--- src/rtl/ps2_rx.sv ---
// ps2_rx -- host-side PS/2 receive front end.
//
// Synchronizes the open-collector PS/2 pins, debounces the PS/2 clock,
// deserializes 11-bit device-to-host frames (start, 8 data LSB first, odd
// parity, stop) and reports each frame with a single one-cycle status pulse.
//
// Parameters:
//   FILTER_LEN  consecutive equal clock samples before the filtered clock moves (1..255)
//   TIMEOUT     sys clocks allowed between PS/2 falling edges inside a frame
// Optional feature:
//   PS2_RX_TIMEOUT_EN  when defined, an in-frame edge timeout aborts the frame
//                      to IDLE with an rx_frame_err pulse.
//
// Ports:
//   clk, reset        system clock, asynchronous active-high reset
//   ps2_clk, ps2_data PS/2 pins (asynchronous, idle high)
//   rx_en             accept new frames (sampled only in IDLE)
//   rx_data           last good byte, updated with rx_valid
//   rx_valid          frame ok pulse
//   rx_parity_err     parity error pulse
//   rx_frame_err      stop bit error / timeout pulse
//   rx_busy           frame in progress
module ps2_rx #(
  parameter int unsigned FILTER_LEN = 8,
  parameter int unsigned TIMEOUT    = 100000
) (
  input  logic       clk,
  input  logic       reset,
  input  logic       ps2_clk,
  input  logic       ps2_data,
  input  logic       rx_en,
  output logic [7:0] rx_data,
  output logic       rx_valid,
  output logic       rx_parity_err,
  output logic       rx_frame_err,
  output logic       rx_busy
);

  if (FILTER_LEN < 1 || FILTER_LEN > 255 || TIMEOUT < 1) begin : g_param_check
    $error("ps2_rx: FILTER_LEN must be 1..255 and TIMEOUT at least 1");
  end

  typedef enum logic [1:0] {S_IDLE, S_DATA, S_PARITY, S_STOP} state_t;

  logic       clk_s1_q, clk_s2_q, dat_s1_q, dat_s2_q;
  logic [7:0] flt_cnt_q, flt_cnt_d;
  logic       clk_filt_q, clk_filt_d, clk_filt_dly_q;
  logic       fall;
  state_t     state_q, state_d;
  logic [2:0] bit_cnt_q, bit_cnt_d;
  logic [7:0] shreg_q, shreg_d;
  logic       par_q, par_d;
  logic [7:0] rx_data_q, rx_data_d;
  logic       valid_q, valid_d, perr_q, perr_d, ferr_q, ferr_d;

`ifdef PS2_RX_TIMEOUT_EN
  localparam int unsigned TMO_W = $clog2(TIMEOUT + 1);
  logic [TMO_W-1:0] tmo_cnt_q, tmo_cnt_d;
`endif

  // Filter: the filtered clock follows the synchronized pin only after it
  // has differed for FILTER_LEN consecutive samples.
  always_comb begin
    flt_cnt_d  = flt_cnt_q;
    clk_filt_d = clk_filt_q;
    if (clk_s2_q == clk_filt_q) begin
      flt_cnt_d = '0;
    end else if (flt_cnt_q == 8'(FILTER_LEN - 1)) begin
      clk_filt_d = clk_s2_q;
      flt_cnt_d  = '0;
    end else begin
      flt_cnt_d = flt_cnt_q + 8'd1;
    end
  end

  // Edge taken from registered copies so the status pulse lands a fixed
  // 2 + FILTER_LEN + 1 clocks after the pin edge.
  assign fall = clk_filt_dly_q & ~clk_filt_q;

  always_comb begin
    state_d   = state_q;
    bit_cnt_d = bit_cnt_q;
    shreg_d   = shreg_q;
    par_d     = par_q;
    rx_data_d = rx_data_q;
    valid_d   = 1'b0;
    perr_d    = 1'b0;
    ferr_d    = 1'b0;
    case (state_q)
      S_IDLE: begin
        if (fall && rx_en && !dat_s2_q) begin
          state_d   = S_DATA;
          bit_cnt_d = '0;
        end
      end
      S_DATA: begin
        if (fall) begin
          shreg_d   = {dat_s2_q, shreg_q[7:1]};
          bit_cnt_d = bit_cnt_q + 3'd1;
          if (bit_cnt_q == 3'd7) state_d = S_PARITY;
        end
      end
      S_PARITY: begin
        if (fall) begin
          par_d   = dat_s2_q;
          state_d = S_STOP;
        end
      end
      S_STOP: begin
        if (fall) begin
          state_d = S_IDLE;
          if (!dat_s2_q) begin
            ferr_d = 1'b1;
          end else if (^{shreg_q, par_q}) begin
            valid_d   = 1'b1;
            rx_data_d = shreg_q;
          end else begin
            perr_d = 1'b1;
          end
        end
      end
      default: state_d = S_IDLE;
    endcase
`ifdef PS2_RX_TIMEOUT_EN
    tmo_cnt_d = (state_q == S_IDLE || fall) ? '0 : tmo_cnt_q + 1'b1;
    if (state_q != S_IDLE && !fall && tmo_cnt_q == TMO_W'(TIMEOUT)) begin
      state_d = S_IDLE;
      ferr_d  = 1'b1;
    end
`endif
  end

  always_ff @(posedge clk or posedge reset) begin
    if (reset) begin
      clk_s1_q       <= 1'b1;
      clk_s2_q       <= 1'b1;
      dat_s1_q       <= 1'b1;
      dat_s2_q       <= 1'b1;
      flt_cnt_q      <= '0;
      clk_filt_q     <= 1'b1;
      clk_filt_dly_q <= 1'b1;
      state_q        <= S_IDLE;
      bit_cnt_q      <= '0;
      shreg_q        <= '0;
      par_q          <= 1'b0;
      rx_data_q      <= '0;
      valid_q        <= 1'b0;
      perr_q         <= 1'b0;
      ferr_q         <= 1'b0;
`ifdef PS2_RX_TIMEOUT_EN
      tmo_cnt_q      <= '0;
`endif
    end else begin
      clk_s1_q       <= ps2_clk;
      clk_s2_q       <= clk_s1_q;
      dat_s1_q       <= ps2_data;
      dat_s2_q       <= dat_s1_q;
      flt_cnt_q      <= flt_cnt_d;
      clk_filt_q     <= clk_filt_d;
      clk_filt_dly_q <= clk_filt_q;
      state_q        <= state_d;
      bit_cnt_q      <= bit_cnt_d;
      shreg_q        <= shreg_d;
      par_q          <= par_d;
      rx_data_q      <= rx_data_d;
      valid_q        <= valid_d;
      perr_q         <= perr_d;
      ferr_q         <= ferr_d;
`ifdef PS2_RX_TIMEOUT_EN
      tmo_cnt_q      <= tmo_cnt_d;
`endif
    end
  end

  assign rx_data       = rx_data_q;
  assign rx_valid      = valid_q;
  assign rx_parity_err = perr_q;
  assign rx_frame_err  = ferr_q;
  assign rx_busy       = (state_q != S_IDLE);

endmodule

--- config.mk ---
export PLATFORM = sky130hd
export DESIGN_NAME = ps2_rx
export DESIGN_NICKNAME = d
export VERILOG_FILES = /design/src/rtl/ps2_rx.sv
export SDC_FILE = /design/constraint.sdc
export NUM_CORES = 1
export LEC_CHECK = 0
export CAP_MARGIN = 20
export CORE_MARGIN = 2
export CORE_UTILIZATION = 42
export CTS_BUF_LIST = sky130_fd_sc_hd__clkbuf_8
export CTS_CLUSTER_SIZE = 25
export DETAILED_ROUTE_END_ITERATION = 16
export PLACE_DENSITY = 0.65
export SYNTH_ARGS = -nofsm -noshare
export SYNTH_HDL_FRONTEND = slang
export SYNTH_SLANG_ARGS = --single-unit
--- constraint.sdc ---
create_clock -name clk -period 3.4 [get_ports clk]
set_clock_uncertainty 0.15 [all_clocks]
set_input_delay 0.51 -clock clk [delete_from_list [all_inputs] [get_ports clk]]
set_output_delay 0.51 -clock clk [all_outputs]
set_load 0.01 [all_outputs]
# == After elaboration in Yosys (flattened, before gate mapping) ==
# Cells that the tools add are included.
# totals
word_cells,66
reg_bits,39
mem_bits_rw,0
memories,0
rom_bits,0
latch_bits,0
in_bits,5
# op_classes
addsub,2
bitwise,3
mul,0
div,0
n_reduce_logical,13
eq_ne,11
magnitude_cmp,0
shifts,0
n_mux,22
# op_table
operator,n
8-bit 2-to-1 mux,2
1-bit 2-to-1 mux,11
2-bit 2-to-1 mux,5
2-bit != test (second input constant),5
9-bit parity,1
8-bit by 1-bit adder with 8-bit output (second input constant),1
8-bit by 3-bit equality test with 1-bit output (second input constant),1
2-bit one-hot mux with 4 select lines,1
3-bit 2-to-1 mux,2
3-bit one-hot mux with 2 select lines,1
2-bit AND reduction,3
5-bit AND reduction,1
2-bit equality test (second input constant),2
4-bit AND reduction,1
2-bit nonzero test,2
3-bit by 1-bit adder with 3-bit output (second input constant),1
3-bit equality test (second input constant),1
3-bit AND reduction,1
2-bit by 1-bit equality test with 1-bit output (second input constant),1
1-bit logical AND,2
2-bit logical NOT,1
1-bit NOT,2
1-bit bitwise AND,1
1-bit equality test,1
1-bit logical NOT,1

# == Longest topological paths before layout ==
# logic_depth
ltp_word,6
ltp_mapped,7
ltp_nobuf,7

# == Worst setup path after synthesis ==
# No wires, ideal clock.
# synth_timing
path_type,register -> register
start,register shreg_q[6]
end,register rx_data_q[0] (netlist: rx_data[0])
path_slack_ns,1.488
period_less_slack_ns,1.912
setup_ns,0.125
path_stages_with_launch,6
t_arrival_ns,1.637
cell_sequence,dfrtp_1 xnor2_1 xnor2_1 xnor2_1 mux2_4 mux2_2
# synth_via
elab_chain_cells,2
# synth_rtl
element,line_no,text
start: declaration,51,"logic [7:0] shreg_q, shreg_d;"
start signal: assignment,163,shreg_q <= shreg_d;
9-bit parity,114,"end else if (^{shreg_q, par_q}) begin"
4-bit AND reduction (no source line),n/a,
end signal: assignment,165,rx_data_q <= rx_data_d;
end: declaration,53,"logic [7:0] rx_data_q, rx_data_d;"
# No other way between the ends.
# A chain may end at the register's enable or synchronous reset.

# == Worst setup path in the final report ==
# layout_timing
start,register state_q[0]
end,output port rx_busy
# layout_via
elab_chain_cells,1
# layout_rtl
element,line_no,text
start: declaration,49,"state_t state_q, state_d;"
start signal: assignment,161,state_q <= state_d;
2-bit nonzero test,179,assign rx_busy = (state_q != S_IDLE);
end: declaration,36,output logic rx_busy
# No other way between the ends.

==> reports/summary.txt <==
Status: complete, no violations
Crit. Startpoint: state_q[0]
Largest area contributor in the netlist: dfrtp_1
Max_slew headroom: 0.597
Max VDD drop: 0.488 mV
Worst R2R Start: shreg_q[4]
Std cell rows: 22
Yosys synthesis warning count: 0
Via/cell ratio: 5.06
Clock root cell: clkbuf_8
Fin util: 0.535
Syn avg cell area: 12.4 um^2
Crit-path cells: inv_1 > ha_1 > inv_1 > clkdlybuf4s50_1
Detailed Routing Iterations Pass 1: 4
Library cells used by synthesis: 23
Syn nets: 148
Gp weighted congestion: 0.820
I/O Pins: 17
Die H: 67.2 um
CTS tree: built
Pleak: 0.960 nW
CP Data Arrival Time: 1.59 ns
Critical path type: reg2out
Worst EP required: 2.74 ns
Most frequent cell after synthesis: dfrtp_1
First-pass GRT wire length: 4750 um
Overflow after GRT: 0
Initial detailed-routing violation count: 54
CP top delay family: buffers and inverters
Via count: 1,048
Slew Viols, Final: 0
Worst Min Path Start: clk_s1_q
Final hold slack: 0.206 ns
Layout Area Growth over Synthesis: 19.3%
Drt drc: 0
TritonCTS Buffers: 5
Critical Path Max Stage Delay: 0.55 ns
Initial Util: 0.448
Seq/Total Area, Yosys: 0.586
Cell count after synthesis: 135
Largest net degree at the start of global routing: 24
Max cap viols: 0
Post-Route Setup TNS: 0 ns
Reg-to-reg slack, setup: 1.27 ns
Width of the chip: 67.2 um
Die area: 4520 um^2
Unrepaired setup endpoints after global routing: no
Final setup viols: 0
Cts hold-fix bufs: 0
Share of the synthesized area in the top cell type: 0.492
Latest clock arrival within the worst-skew pair: 0.29 ns
Maximum clock path buffer count: 2
Port-buffer cells: 16
Fmax: 444 MHz
PwrDens: 624 nW/um^2
Setup Buffers After CTS: 0
DRT Wirelength: 2670 um
Number of inserted diodes: 0
CTS sink count: 39
Hold-critical path endpoint: clk_s2_q
Ratio of cells with drive above 1 in the final layout: 0.189
Commonest cells in the synthesized netlist: dfrtp_1 (33), mux2_2 (15), nor2_1 (12), o21ai_0 (9)
Area contributors post-synth: dfrtp_1 (49%), mux2_2 (10%), dfstp_2 (9.4%)
Mapped Area: 1680 um^2
Tightest Pin Transition: 0.603 ns
H-tree levels: 2
Post-DP HPWL: 1960 um
Post-synth EDFFs: 0
Startpoint types: flop
Post-CTS sizing: 0
Final period utilization: 0.663
Average wire per standard cell: 12.9 um
Worst hold path type: reg2reg
CP endpoint kind: primary output
Hold path depth: 0
Vias in the first global route: 1,045
FF-to-FF End: rx_data[1]
Initial antenna violation count: 0
Minimum clock period: 2.25 ns
Fin nets: 171
Synth Flop Type: dfrtp_1
GRT Overall Usage: 0.147
CORE AREA: 3740 um^2
Worst Path Buf+Inv: 3
Final ANT Viol Nets: 0
Cells on worst reg2reg path: 5
Crit Path Max Fanout: 4
Worst path most repeated cell: inv_1
Async SR Flop Fraction: 1.00
Clock slew at reported path FFs: 0.07 ns
Seq cells post-synth: 39
Final Hold Vio Count: 0
Crit path max-delay cell type: clkdlybuf4s50_1
worst reg2reg max path, delay by kind of cell, from the launching register on:
family	cells	cell delay [ns]
multiplexers	2	0.69
flip-flops	1	0.42
XOR/XNOR	3	0.75
cells by family after synthesis:
logic type      after synthesis  share of synthesized area
fa+ha+maj                     8                     0.0597
xor+xnor                     15                     0.0783
mux                          16                      0.110
compound gates               14                     0.0492
buf+inv                       7                     0.0157
flops                        39                      0.586
simple gates                 36                      0.101
how the worst max path moves through the flow:
| stage | slack, ns | endpoint | depth (start not counted) |
|---|---|---|---|
| 2_1_floorplan | 1.49 | rx_data[0] | 5 |
| 3_3_place_gp | 1.34 | rx_data[2] | 5 |
| 3_5_place_dp | 1.28 | rx_data[1] | 5 |
| 4_1_cts | 1.13 | rx_busy | 4 |
| 5_1_grt | 1.04 | rx_busy | 4 |
| 6_report | 1.15 | rx_busy | 4 |
cell usage in the layout (no fill, tap or decap), types with 4 or more instances in the layout:
master           count
dfrtp_1             33
nor2_1              12
ha_1                 8
nand3_1              7
xor2_1               7
clkbuf_8             7
dfstp_2              6
and3_1               4
nand2_1              7
mux2_2              15
inv_1                7
clkdlybuf4s50_1     16
o21ai_0              9
xnor2_1              8
report_power, final:
group	internal, mW	switching (mW)
logic	0.140	0.181
clock network	0.182	0.155
registers	0.535	0.0549
per-layer routing:
| layer | share of wire | vias up | GRT usage |
|---|---|---|---|
| met3 | 0.041 | 5 | 0.0550 |
| met1 | 0.49 | 526 | 0.193 |
| li1 | - | 501 | - |
| met4 | 0.022 | 0 | 0.0765 |
| met5 | 0 | - | 0 |
| met2 | 0.45 | 16 | 0.210 |
through the flow:
stage | cells | worst slack, ns | power [mW] | area, um^2
after floorplan | 135 | 1.49 | 0.823 | 1680
after global placement | 199 | 1.34 | 0.903 | 1900
after detailed placement | 199 | 1.28 | 0.922 | 1900
after CTS | 207 | 1.13 | 1.26 | 2000
after global routing | 207 | 1.04 | 1.34 | 2000
final | 207 | 1.15 | 1.25 | 2000
registers in the layout, summed over array words and instances, names as in the netlist, 2 cells and up:
register	flops
flt_cnt_q	8
rx_data	8
shreg_q	8
bit_cnt_q	3
state_q	2
area by class of cell:
class | instances | area [um^2]
sequential | 39 | 983
multi-input combinational | 89 | 668
inverter | 6 | 22.5
tap | 48 | 60.1
fill | 344 | 1740
clock inverter | 1 | 3.75
clock buffer | 7 | 96.3
timing repair buffer | 17 | 168
Power figures use the tool's default switching activity.
